## config.mk

```make
export PLATFORM = sky130hd
export DESIGN_NAME = lt_result_stats
export DESIGN_NICKNAME = d
export VERILOG_FILES = /design/src/rtl/lt_result_stats.sv
export SDC_FILE = /design/constraint.sdc
export NUM_CORES = 1
export LEC_CHECK = 0
export CORE_AREA = 2 2 126 251
export CTS_BUF_LIST = sky130_fd_sc_hd__clkbuf_4
export DETAILED_ROUTE_END_ITERATION = 12
export DIE_AREA = 0 0 128 253
export MAX_ROUTING_LAYER = met4
export PLACE_DENSITY_LB_ADDON = 0.08
export SYNTH_ARGS = -nofsm -noshare
export SYNTH_HDL_FRONTEND = slang
export SYNTH_SLANG_ARGS = --single-unit
```

## constraint.sdc

```tcl
create_clock -name clk27 -period 3.5 [get_ports clk27]
set_clock_uncertainty 0.1 [all_clocks]
set_input_delay 0.35 -clock clk27 [delete_from_list [all_inputs] [get_ports clk27]]
set_output_delay 0.35 -clock clk27 [all_outputs]
set_load 0.05 [all_outputs]
```

## src/rtl/lt_result_stats.sv

```systemverilog
`timescale 1ns/1ps
// -----------------------------------------------------------------------------
// lt_result_stats
//
// Collects statistics from the latency tester, which sits directly upstream.
// Each rising edge of `finished` delivers one measurement. A latency of
// 16'hffff marks a timeout and is only counted. Any other latency is added to
// running sums, and the block then recomputes truncated averages with a
// bit-serial restoring divider. The divider runs first on the latency sum,
// then on the stabilization sum.
//
// Ports:
//   clk27        in   27 MHz system clock
//   reset_n      in   asynchronous active-low reset
//   clear        in   synchronous clear of all statistics (highest priority
//                     after reset)
//   finished     in   measurement-complete level from the tester
//   lat_result   in   latency result in 0.01 ms units; 16'hffff = timeout
//   stb_result   in   stabilization result
//   sample_cnt   out  number of valid samples accumulated
//   timeout_cnt  out  number of timed-out measurements, saturating at 255
//   lat_min      out  minimum valid latency
//   lat_max      out  maximum valid latency
//   lat_avg      out  floor(lat_sum / sample_cnt)
//   stb_avg      out  floor(stb_sum / sample_cnt)
//   busy         out  accumulate or division in progress
//   full         out  sample_cnt == MAX_SAMPLES
// -----------------------------------------------------------------------------
module lt_result_stats #(
  parameter int MAX_SAMPLES = 16,
  parameter int CNT_W       = 5
) (
  input  logic             clk27,
  input  logic             reset_n,
  input  logic             clear,
  input  logic             finished,
  input  logic [15:0]      lat_result,
  input  logic [11:0]      stb_result,
  output logic [CNT_W-1:0] sample_cnt,
  output logic [7:0]       timeout_cnt,
  output logic [15:0]      lat_min,
  output logic [15:0]      lat_max,
  output logic [15:0]      lat_avg,
  output logic [11:0]      stb_avg,
  output logic             busy,
  output logic             full
);

  // The sums are wide enough to hold MAX_SAMPLES full-scale values.
  localparam int LAT_DW = 16 + CNT_W;
  localparam int STB_DW = 12 + CNT_W;
  localparam int DC_W   = $clog2(LAT_DW);

  localparam logic [DC_W-1:0]  LAT_LAST = DC_W'(LAT_DW - 1);
  localparam logic [DC_W-1:0]  STB_LAST = DC_W'(STB_DW - 1);
  localparam logic [CNT_W-1:0] CNT_ONE  = CNT_W'(1);
  localparam logic [CNT_W-1:0] CNT_MAX  = CNT_W'(MAX_SAMPLES);
  localparam logic [15:0]      LAT_TMO  = 16'hffff;

  typedef enum logic [1:0] {
    IDLE    = 2'd0,
    ACCUM   = 2'd1,
    DIV_LAT = 2'd2,
    DIV_STB = 2'd3
  } state_t;

  state_t state_reg, state_next;

  logic              finished_l_reg;
  logic [15:0]       lat_cap_reg, lat_cap_next;
  logic [11:0]       stb_cap_reg, stb_cap_next;
  logic [LAT_DW-1:0] lat_sum_reg, lat_sum_next;
  logic [STB_DW-1:0] stb_sum_reg, stb_sum_next;
  logic [LAT_DW-1:0] quo_reg, quo_next;
  logic [CNT_W:0]    rem_reg, rem_next;
  logic [DC_W-1:0]   div_cnt_reg, div_cnt_next;
  logic [CNT_W-1:0]  cnt_reg, cnt_next;
  logic [7:0]        tmo_reg, tmo_next;
  logic [15:0]       min_reg, min_next;
  logic [15:0]       max_reg, max_next;
  logic [15:0]       lat_avg_reg, lat_avg_next;
  logic [11:0]       stb_avg_reg, stb_avg_next;
  logic              busy_reg, busy_next;

  logic              edge_seen;
  logic              is_full;
  logic [LAT_DW-1:0] lat_sum_add;
  logic [STB_DW-1:0] stb_sum_add;

  // Divider datapath signals
  logic              div_msb;
  logic [CNT_W:0]    rem_shift;
  logic [CNT_W:0]    divisor_ext;
  logic              rem_ge;
  logic [CNT_W:0]    rem_sub;
  logic [LAT_DW-1:0] quo_shift;

  assign edge_seen   = finished && !finished_l_reg;
  assign is_full     = (cnt_reg == CNT_MAX);
  assign lat_sum_add = lat_sum_reg + {{CNT_W{1'b0}}, lat_cap_reg};
  assign stb_sum_add = stb_sum_reg + {{CNT_W{1'b0}}, stb_cap_reg};

  // One restoring-division step. The quotient register starts out holding
  // the dividend. Each cycle it shifts out one dividend bit at the top and
  // takes in one quotient bit at the bottom. The stabilization dividend is
  // narrower, so in DIV_STB the bit shifted out is taken from position
  // STB_DW-1. The remainder is always less than the divisor, which is at
  // most MAX_SAMPLES, so after the shift it still fits in CNT_W+1 bits.
  assign div_msb     = (state_reg == DIV_LAT) ? quo_reg[LAT_DW-1] : quo_reg[STB_DW-1];
  assign rem_shift   = {rem_reg[CNT_W-1:0], div_msb};
  assign divisor_ext = {1'b0, cnt_reg};
  assign rem_ge      = (rem_shift >= divisor_ext);
  assign rem_sub     = rem_shift - divisor_ext;
  assign quo_shift   = {quo_reg[LAT_DW-2:0], rem_ge};

  always_comb begin
    state_next   = state_reg;
    lat_cap_next = lat_cap_reg;
    stb_cap_next = stb_cap_reg;
    lat_sum_next = lat_sum_reg;
    stb_sum_next = stb_sum_reg;
    quo_next     = quo_reg;
    rem_next     = rem_reg;
    div_cnt_next = div_cnt_reg;
    cnt_next     = cnt_reg;
    tmo_next     = tmo_reg;
    min_next     = min_reg;
    max_next     = max_reg;
    lat_avg_next = lat_avg_reg;
    stb_avg_next = stb_avg_reg;
    busy_next    = busy_reg;

    if (clear) begin
      // Clear aborts any division in progress and drops any edge seen in
      // the same cycle.
      state_next   = IDLE;
      lat_cap_next = '0;
      stb_cap_next = '0;
      lat_sum_next = '0;
      stb_sum_next = '0;
      quo_next     = '0;
      rem_next     = '0;
      div_cnt_next = '0;
      cnt_next     = '0;
      tmo_next     = '0;
      min_next     = '0;
      max_next     = '0;
      lat_avg_next = '0;
      stb_avg_next = '0;
      busy_next    = 1'b0;
    end else begin
      unique case (state_reg)
        IDLE: begin
          // Edges that arrive outside IDLE are dropped. Because finished is
          // a level, such an edge is never seen again later.
          if (edge_seen) begin
            if (lat_result == LAT_TMO) begin
              if (tmo_reg != 8'hff) tmo_next = tmo_reg + 8'd1;
            end else if (!is_full) begin
              lat_cap_next = lat_result;
              stb_cap_next = stb_result;
              busy_next    = 1'b1;
              state_next   = ACCUM;
            end
          end
        end

        ACCUM: begin
          cnt_next     = cnt_reg + CNT_ONE;
          lat_sum_next = lat_sum_add;
          stb_sum_next = stb_sum_add;
          if (cnt_reg == '0) begin
            min_next = lat_cap_reg;
            max_next = lat_cap_reg;
          end else begin
            if (lat_cap_reg < min_reg) min_next = lat_cap_reg;
            if (lat_cap_reg > max_reg) max_next = lat_cap_reg;
          end
          quo_next     = lat_sum_add;
          rem_next     = '0;
          div_cnt_next = '0;
          state_next   = DIV_LAT;
        end

        DIV_LAT: begin
          quo_next     = quo_shift;
          rem_next     = rem_ge ? rem_sub : rem_shift;
          div_cnt_next = div_cnt_reg + 1'b1;
          if (div_cnt_reg == LAT_LAST) begin
            // Sum < 2^16 * sample_cnt, so the upper quotient bits are zero.
            lat_avg_next = quo_shift[15:0];
            quo_next     = {{(LAT_DW-STB_DW){1'b0}}, stb_sum_reg};
            rem_next     = '0;
            div_cnt_next = '0;
            state_next   = DIV_STB;
          end
        end

        DIV_STB: begin
          quo_next     = quo_shift;
          rem_next     = rem_ge ? rem_sub : rem_shift;
          div_cnt_next = div_cnt_reg + 1'b1;
          if (div_cnt_reg == STB_LAST) begin
            stb_avg_next = quo_shift[11:0];
            busy_next    = 1'b0;
            state_next   = IDLE;
          end
        end

        default: state_next = IDLE;
      endcase
    end
  end

  always_ff @(posedge clk27 or negedge reset_n) begin
    if (!reset_n) begin
      state_reg <= IDLE;
    end else begin
      state_reg <= state_next;
    end
  end

  always_ff @(posedge clk27 or negedge reset_n) begin
    if (!reset_n) begin
      finished_l_reg <= 1'b0;
      lat_cap_reg    <= '0;
      stb_cap_reg    <= '0;
      lat_sum_reg    <= '0;
      stb_sum_reg    <= '0;
      quo_reg        <= '0;
      rem_reg        <= '0;
      div_cnt_reg    <= '0;
      cnt_reg        <= '0;
      tmo_reg        <= '0;
      min_reg        <= '0;
      max_reg        <= '0;
      lat_avg_reg    <= '0;
      stb_avg_reg    <= '0;
      busy_reg       <= 1'b0;
    end else begin
      finished_l_reg <= finished;
      lat_cap_reg    <= lat_cap_next;
      stb_cap_reg    <= stb_cap_next;
      lat_sum_reg    <= lat_sum_next;
      stb_sum_reg    <= stb_sum_next;
      quo_reg        <= quo_next;
      rem_reg        <= rem_next;
      div_cnt_reg    <= div_cnt_next;
      cnt_reg        <= cnt_next;
      tmo_reg        <= tmo_next;
      min_reg        <= min_next;
      max_reg        <= max_next;
      lat_avg_reg    <= lat_avg_next;
      stb_avg_reg    <= stb_avg_next;
      busy_reg       <= busy_next;
    end
  end

  assign sample_cnt  = cnt_reg;
  assign timeout_cnt = tmo_reg;
  assign lat_min     = min_reg;
  assign lat_max     = max_reg;
  assign lat_avg     = lat_avg_reg;
  assign stb_avg     = stb_avg_reg;
  assign busy        = busy_reg;
  assign full        = is_full;

endmodule

```

==> results.md, run 1 <==
- Total CTS buffers: 17
- Final setup TNS: 0 ns
- First-pass GRT wire length: 45,900 µm
- Clock Sinks: 174
- CORE AREA: 30,500 µm²
- R2r setup slk: 0.35 ns
- Post-layout util: 0.394
- Synth warnings: 0
- Synth area leader: dfrtp_1
- Drt first-iter violations: 444
- WHS Path Cells: 1
- Register area share after synthesis: 0.424
- Max-cap violations: 0
- DRT Wirelength: 28,500 µm
- Initial antenna violation count: 1
- Post-CTS sizing: 0
- Root buf cell: clkbuf_4
- Die ar.: 32,400 µm²
- Initial Utilization: 0.336
- Final Cycle Share: 0.903
- Status: completed
- Synth top cells by count: 174 x dfrtp_1, 109 x nand2_1, 105 x nor2_1, 73 x ha_1, 71 x a21oi_1
- Top FF cell, synth: dfrtp_1
- RSZ-0062 raised after global routing: false
- Pin count of the biggest net entering global routing: 71
- Die height: 253 µm
- Minimum clock period: 3.16 ns
- First-pass DRT Iterations: 5
- Synth top area cells: dfrtp_1 42%, ha_1 8.9%, mux2i_1 5.7%
- Post-route DRC violation count: 0
- Number of port buffers: 106
- Layout cells sized above 1: 0.0658
- IO Count: 107
- Worst VDD drop: 0.000189 V
- Setup-failing EPs final: 0
- HP Class: in -> reg
- Register area: 4350 µm²
- Post-synth EDFFs: 0
- H-tree levels: 4
- F_max: 0.316 GHz
- Mapped cell area: 10,300 µm²
- Required time of the critical path: 3.05 ns
- Syn avg cell area: 9.52 µm²
- Syn nets: 1,186
- Placement Rows: 91
- Final Max Slew Viols: 0
- WL/cell: 18.3 µm
- GR Overflow Total: 0
- Worst-path maximum fanout: 5
- Global-route usage over all layers: 0.189
- Number of global-route vias before repair: 8,170
- Leakage: 5.31 nW
- Vias/cell: 5.28
- Worst Tran Pin Value: 0.952 ns
- Fillers: 3,122
- CP arrival: 2.71 ns
- Clock latency on the worst-skew pair: 0.63 ns
- Post-synth top area share: 0.424
- Final hold viol count: 0
- Global placer's final weighted congestion: 0.853
- Die span in x: 128 µm
- PD cells: 493 nW/µm²
- Critical setup path kind: reg -> out
- HP Start: finished
- Ys async rst share: 1.00
- Rel. slew slack: 0.365
- Critical R2R Capture: rem_reg[0]
- CTS Buffer Depth: 2
- Clk slew on worst S/H paths: 0.14 ns
- Routed Antenna Nets: 0
- Area of the multi-input gates: 5430 µm²
- Synth cell types: 80
- WHS Endpoint: finished_l_reg
- Detailed placement HPWL: 21,000 µm
- Reg-to-Reg Start: state_reg[0]
- Nets@finish: 1,281
- Via count: 8,220
- Gate Count Post-Synth: 1,078
- CTS tree: done
- Most numerous cell in the Yosys netlist: dfrtp_1
- R2R depth: 11
- FF+latch count, synth: 174
- Area delta synth->final: 17.2%
- Crit end category: output pin
- Setup crit start kind: flop
-- what timing repair did --
item | in CTS | in global routing
hold buffers | 1 | 0
endpoints found under the hold margin | 68 | 0
endpoints found under the setup margin | 0 | 0
buffers inserted | 0 | 0
-- logic make-up (layout without fill, tap and decap cells) --
logic type,count (synthesis),in the layout,synth area share
compound gates,270,270,0.180
other cells,0,1,0
flops,174,174,0.424
xor+xnor,40,40,0.0342
simple gates,343,343,0.158
fa+ha+maj,76,76,0.0949
buf+inv,114,221,0.0482
mux,61,61,0.0603
-- metal layers --
metal | vias up | global-route usage | routed length [µm]
li1 | 4040 | - | -
met1 | 3988 | 0.240 | 13000
met2 | 158 | 0.296 | 13600
met3 | 34 | 0.0302 | 857
met4 | 0 | 0.0845 | 1070
met5 | - | - | 0
-- layout make-up --
class | instances | area share
diodes | 1 | 0.000208
clock buffers | 18 | 0.0112
clock inverters | 13 | 0.0123
inverters | 59 | 0.0184
multi-input cells | 790 | 0.451
flip-flops and latches | 174 | 0.362
well taps | 372 | 0.0387
repair buffers | 131 | 0.106
-- worst max-delay path: stages (launching register included) --
cell and delay, ns:
dfrtp_1 0.45, inv_1 0.16, ha_1 0.19, and4_1 0.42, clkdlybuf4s50_1 0.88
-- cells in the final DEF, fill, tap and decap left out, types with 4 or more instances in the layout --
cell,Yosys,final
a22o_1,25,25
dfrtp_1,174,174
ha_1,73,72
xor2_1,12,12
and3_1,10,10
buf_4,3,23
o21ai_0,42,42
nand3_1,20,20
o31ai_1,7,7
a21o_1,18,18
a31oi_1,11,11
nor2_2,3,4
a211oi_1,17,17
nand2b_1,35,35
a221o_1,4,4
nor3_1,17,17
o211ai_1,6,6
a211o_1,6,6
a22oi_1,5,5
o21ai_1,7,7
inv_1,59,59
or3_1,6,6
clkdlybuf4s50_1,0,104
a21oi_2,3,4
a221oi_1,12,12
a21oi_1,71,70
xnor2_1,28,28
nor2_1,105,104
mux2i_1,58,58
clkbuf_4,0,18
nand4_1,15,15
nand2_1,109,109
-- metrics by stage --
step | setup slack [ns] | cell area [µm²] | hold slack, ns | cells | power (mW)
after CTS | 0.204 | 12000 | 0.0132 | 1557 | 6.03
after detailed placement | 0.331 | 11700 | 0.328 | 1525 | 4.75
after global placement | 0.412 | 11700 | 0.323 | 1525 | 4.72
after floorplan | 0.727 | 10300 | -0.0456 | 1078 | 3.99
final | 0.339 | 12000 | 0.0901 | 1558 | 5.93
after global routing | 0.166 | 12000 | 0.0387 | 1558 | 6.33
-- worst max-delay path by stage --
stage                        startpoint    endpoint
after floorplan            state_reg[0]  quo_reg[0]
after global placement     state_reg[0]  rem_reg[0]
after detailed placement   state_reg[0]  rem_reg[3]
after CTS                 sample_cnt[1]        full
after global routing       state_reg[0]  rem_reg[0]
final                     sample_cnt[1]        full
-- power by group --
| group | internal (mW) | leakage (nW) | switching, mW |
|---|---|---|---|
| combinational | 0.840 | 2.76 | 1.39 |
| clock | 0.490 | 0.147 | 0.750 |
| sequential | 2.21 | 2.40 | 0.239 |
| total | 3.54 | 5.31 | 2.38 |
(Power assumes the default switching activity.)
==> run 2, diff against run 1 <==
--- a/config.mk
+++ b/config.mk
@@ -9,6 +9,7 @@
 export CTS_BUF_LIST = sky130_fd_sc_hd__clkbuf_4
 export DETAILED_ROUTE_END_ITERATION = 12
 export DIE_AREA = 0 0 128 253
+export GPL_TIMING_DRIVEN = 0
 export MAX_ROUTING_LAYER = met4
 export PLACE_DENSITY_LB_ADDON = 0.08
 export SYNTH_ARGS = -nofsm -noshare
==> results.md, run 2 (same netlist as run 1, synthesis figures left out) <==
- Status: completed
- Post-route DRC violation count: 0
- Area delta synth->final: 18.2%
- Die ar.: 32,400 µm²
- Max-cap violations: 0
- Routed Antenna Nets: 0
- Final Max Slew Viols: 0
- CTS Buffer Depth: 2
- H-tree levels: 4
- Initial antenna violation count: 1
- First-pass GRT wire length: 49,600 µm
- Rel. slew slack: 0.438
- Register area: 4350 µm²
- DRT Wirelength: 31,300 µm
- Number of global-route vias before repair: 8,491
- Clk slew on worst S/H paths: 0.17 ns
- Root buf cell: clkbuf_4
- Required time of the critical path: 3.98 ns
- Final hold viol count: 0
- Critical setup path kind: reg -> reg
- First-pass DRT Iterations: 5
- CORE AREA: 30,500 µm²
- Pin count of the biggest net entering global routing: 113
- R2R depth: 12
- Placement Rows: 91
- Global-route usage over all layers: 0.207
- Drt first-iter violations: 554
- Crit end category: flop
- IO Count: 107
- Commonest non-fill, non-tap cell in the layout: dfrtp_1
- Setup-failing EPs final: 0
- Most frequent cells in the layout: 174 x dfrtp_1, 109 x nand2_1, 105 x nor2_1, 104 x clkdlybuf4s50_1, 73 x ha_1
- Initial Utilization: 0.336
- Detailed placement HPWL: 23,700 µm
- F_max: 0.309 GHz
- Setup crit start kind: flop
- Worst Tran Pin Value: 0.843 ns
- Reg-to-Reg Start: state_reg[0]
- RSZ-0062 raised after global routing: false
- Post-Place Cell Area: 11,800 µm²
- Global placer's final weighted congestion: 0.899
- HP Class: in -> async
- Die span in x: 128 µm
- Cell area after layout: 12,100 µm²
- Nets@finish: 1,312
- Final setup TNS: 0 ns
- Leakage: 5.34 nW
- Vias/cell: 5.39
- Total CTS buffers: 17
- PD cells: 499 nW/µm²
- Worst VDD drop: 0.000208 V
- Via count: 8,565
- Critical R2R Capture: rem_reg[0]
- GR Overflow Total: 0
- Layout cells sized above 1: 0.0617
- Clock Sinks: 174
- CP arrival: 3.72 ns
- Area of the multi-input gates: 5420 µm²
- CTS tree: done
- Fillers: 3,123
- R2r setup slk: 0.26 ns
- WL/cell: 19.7 µm
- Die height: 253 µm
- Number of port buffers: 105
- Worst-path maximum fanout: 8
- Final Cycle Share: 0.926
- Minimum clock period: 3.24 ns
- Clock latency on the worst-skew pair: 0.66 ns
## run 2: worst max-delay path by stage
stage                 start             to  slack, ns  cells after the start
2_1_floorplan  state_reg[0]     quo_reg[0]       0.73                     12
3_3_place_gp        reset_n  sample_cnt[4]      -5.76                      1
3_5_place_dp   state_reg[0]     rem_reg[3]       0.04                     12
4_1_cts        state_reg[0]     rem_reg[0]       0.01                     12
5_1_grt        state_reg[0]     rem_reg[0]       0.08                     12
6_report       state_reg[0]     rem_reg[0]       0.26                     12
## run 2: repair_timing
| action | 4_1_cts | 5_1_grt |
|---|---|---|
| hold buffers | 1 | 0 |
| resized for setup | 0 | 2 |
| endpoints found under the setup margin | 0 | 5 |
| endpoints found under the hold margin | 62 | 0 |
| buffers inserted | 0 | 0 |
## run 2: area by class of cell
type | count | area share
repair buffers | 107 | 0.0902
diodes | 1 | 0.000206
flip-flops and latches | 174 | 0.359
clock buffers | 17 | 0.0105
multi-input cells | 790 | 0.447
plain buffers | 55 | 0.0225
inverters | 59 | 0.0183
well taps | 372 | 0.0384
clock inverters | 14 | 0.0138
## run 2: report_power, final
part | leakage (nW) | internal, mW | switching, mW
clock network | 0.146 | 0.490 | 0.793
logic | 2.79 | 0.841 | 1.47
registers | 2.40 | 2.21 | 0.242
total | 5.34 | 3.55 | 2.50
## run 2: routing by layer
metal  wire [µm]  GRT usage  share of wire  up-vias
met5           0          -              0        -
met4        1230     0.0964          0.039        0
met3        1120     0.0254          0.036       51
met2       15400      0.336           0.49      246
met1       13500      0.255           0.43     4166
li1            -          -              -     4102
## run 2: critical path, stage by stage (launching register included)
cell and delay [ns]:
dfrtp_1 0.44, inv_1 0.13, ha_1 0.16, buf_2 0.20, mux2i_2 0.40, ha_1 0.21
inv_1 0.06, fa_1 0.40, a21o_1 0.18, a21o_1 0.22, a21oi_4 0.31, mux2i_1 0.23
a22o_1 0.13
## run 2: stage by stage
stage | power (mW) | setup WS, ns | hold WS [ns] | instances | util
4_1_cts | 6.11 | 0.00967 | 0.0371 | 1588 | 0.397
5_1_grt | 6.45 | 0.0759 | 0.0627 | 1589 | 0.397
3_5_place_dp | 4.80 | 0.0406 | 0.237 | 1556 | 0.387
6_report | 6.05 | 0.260 | 0.0967 | 1589 | 0.397
3_3_place_gp | 4.77 | -5.76 | 0.366 | 1555 | 0.386
2_1_floorplan | 3.99 | 0.727 | -0.0456 | 1078 | -
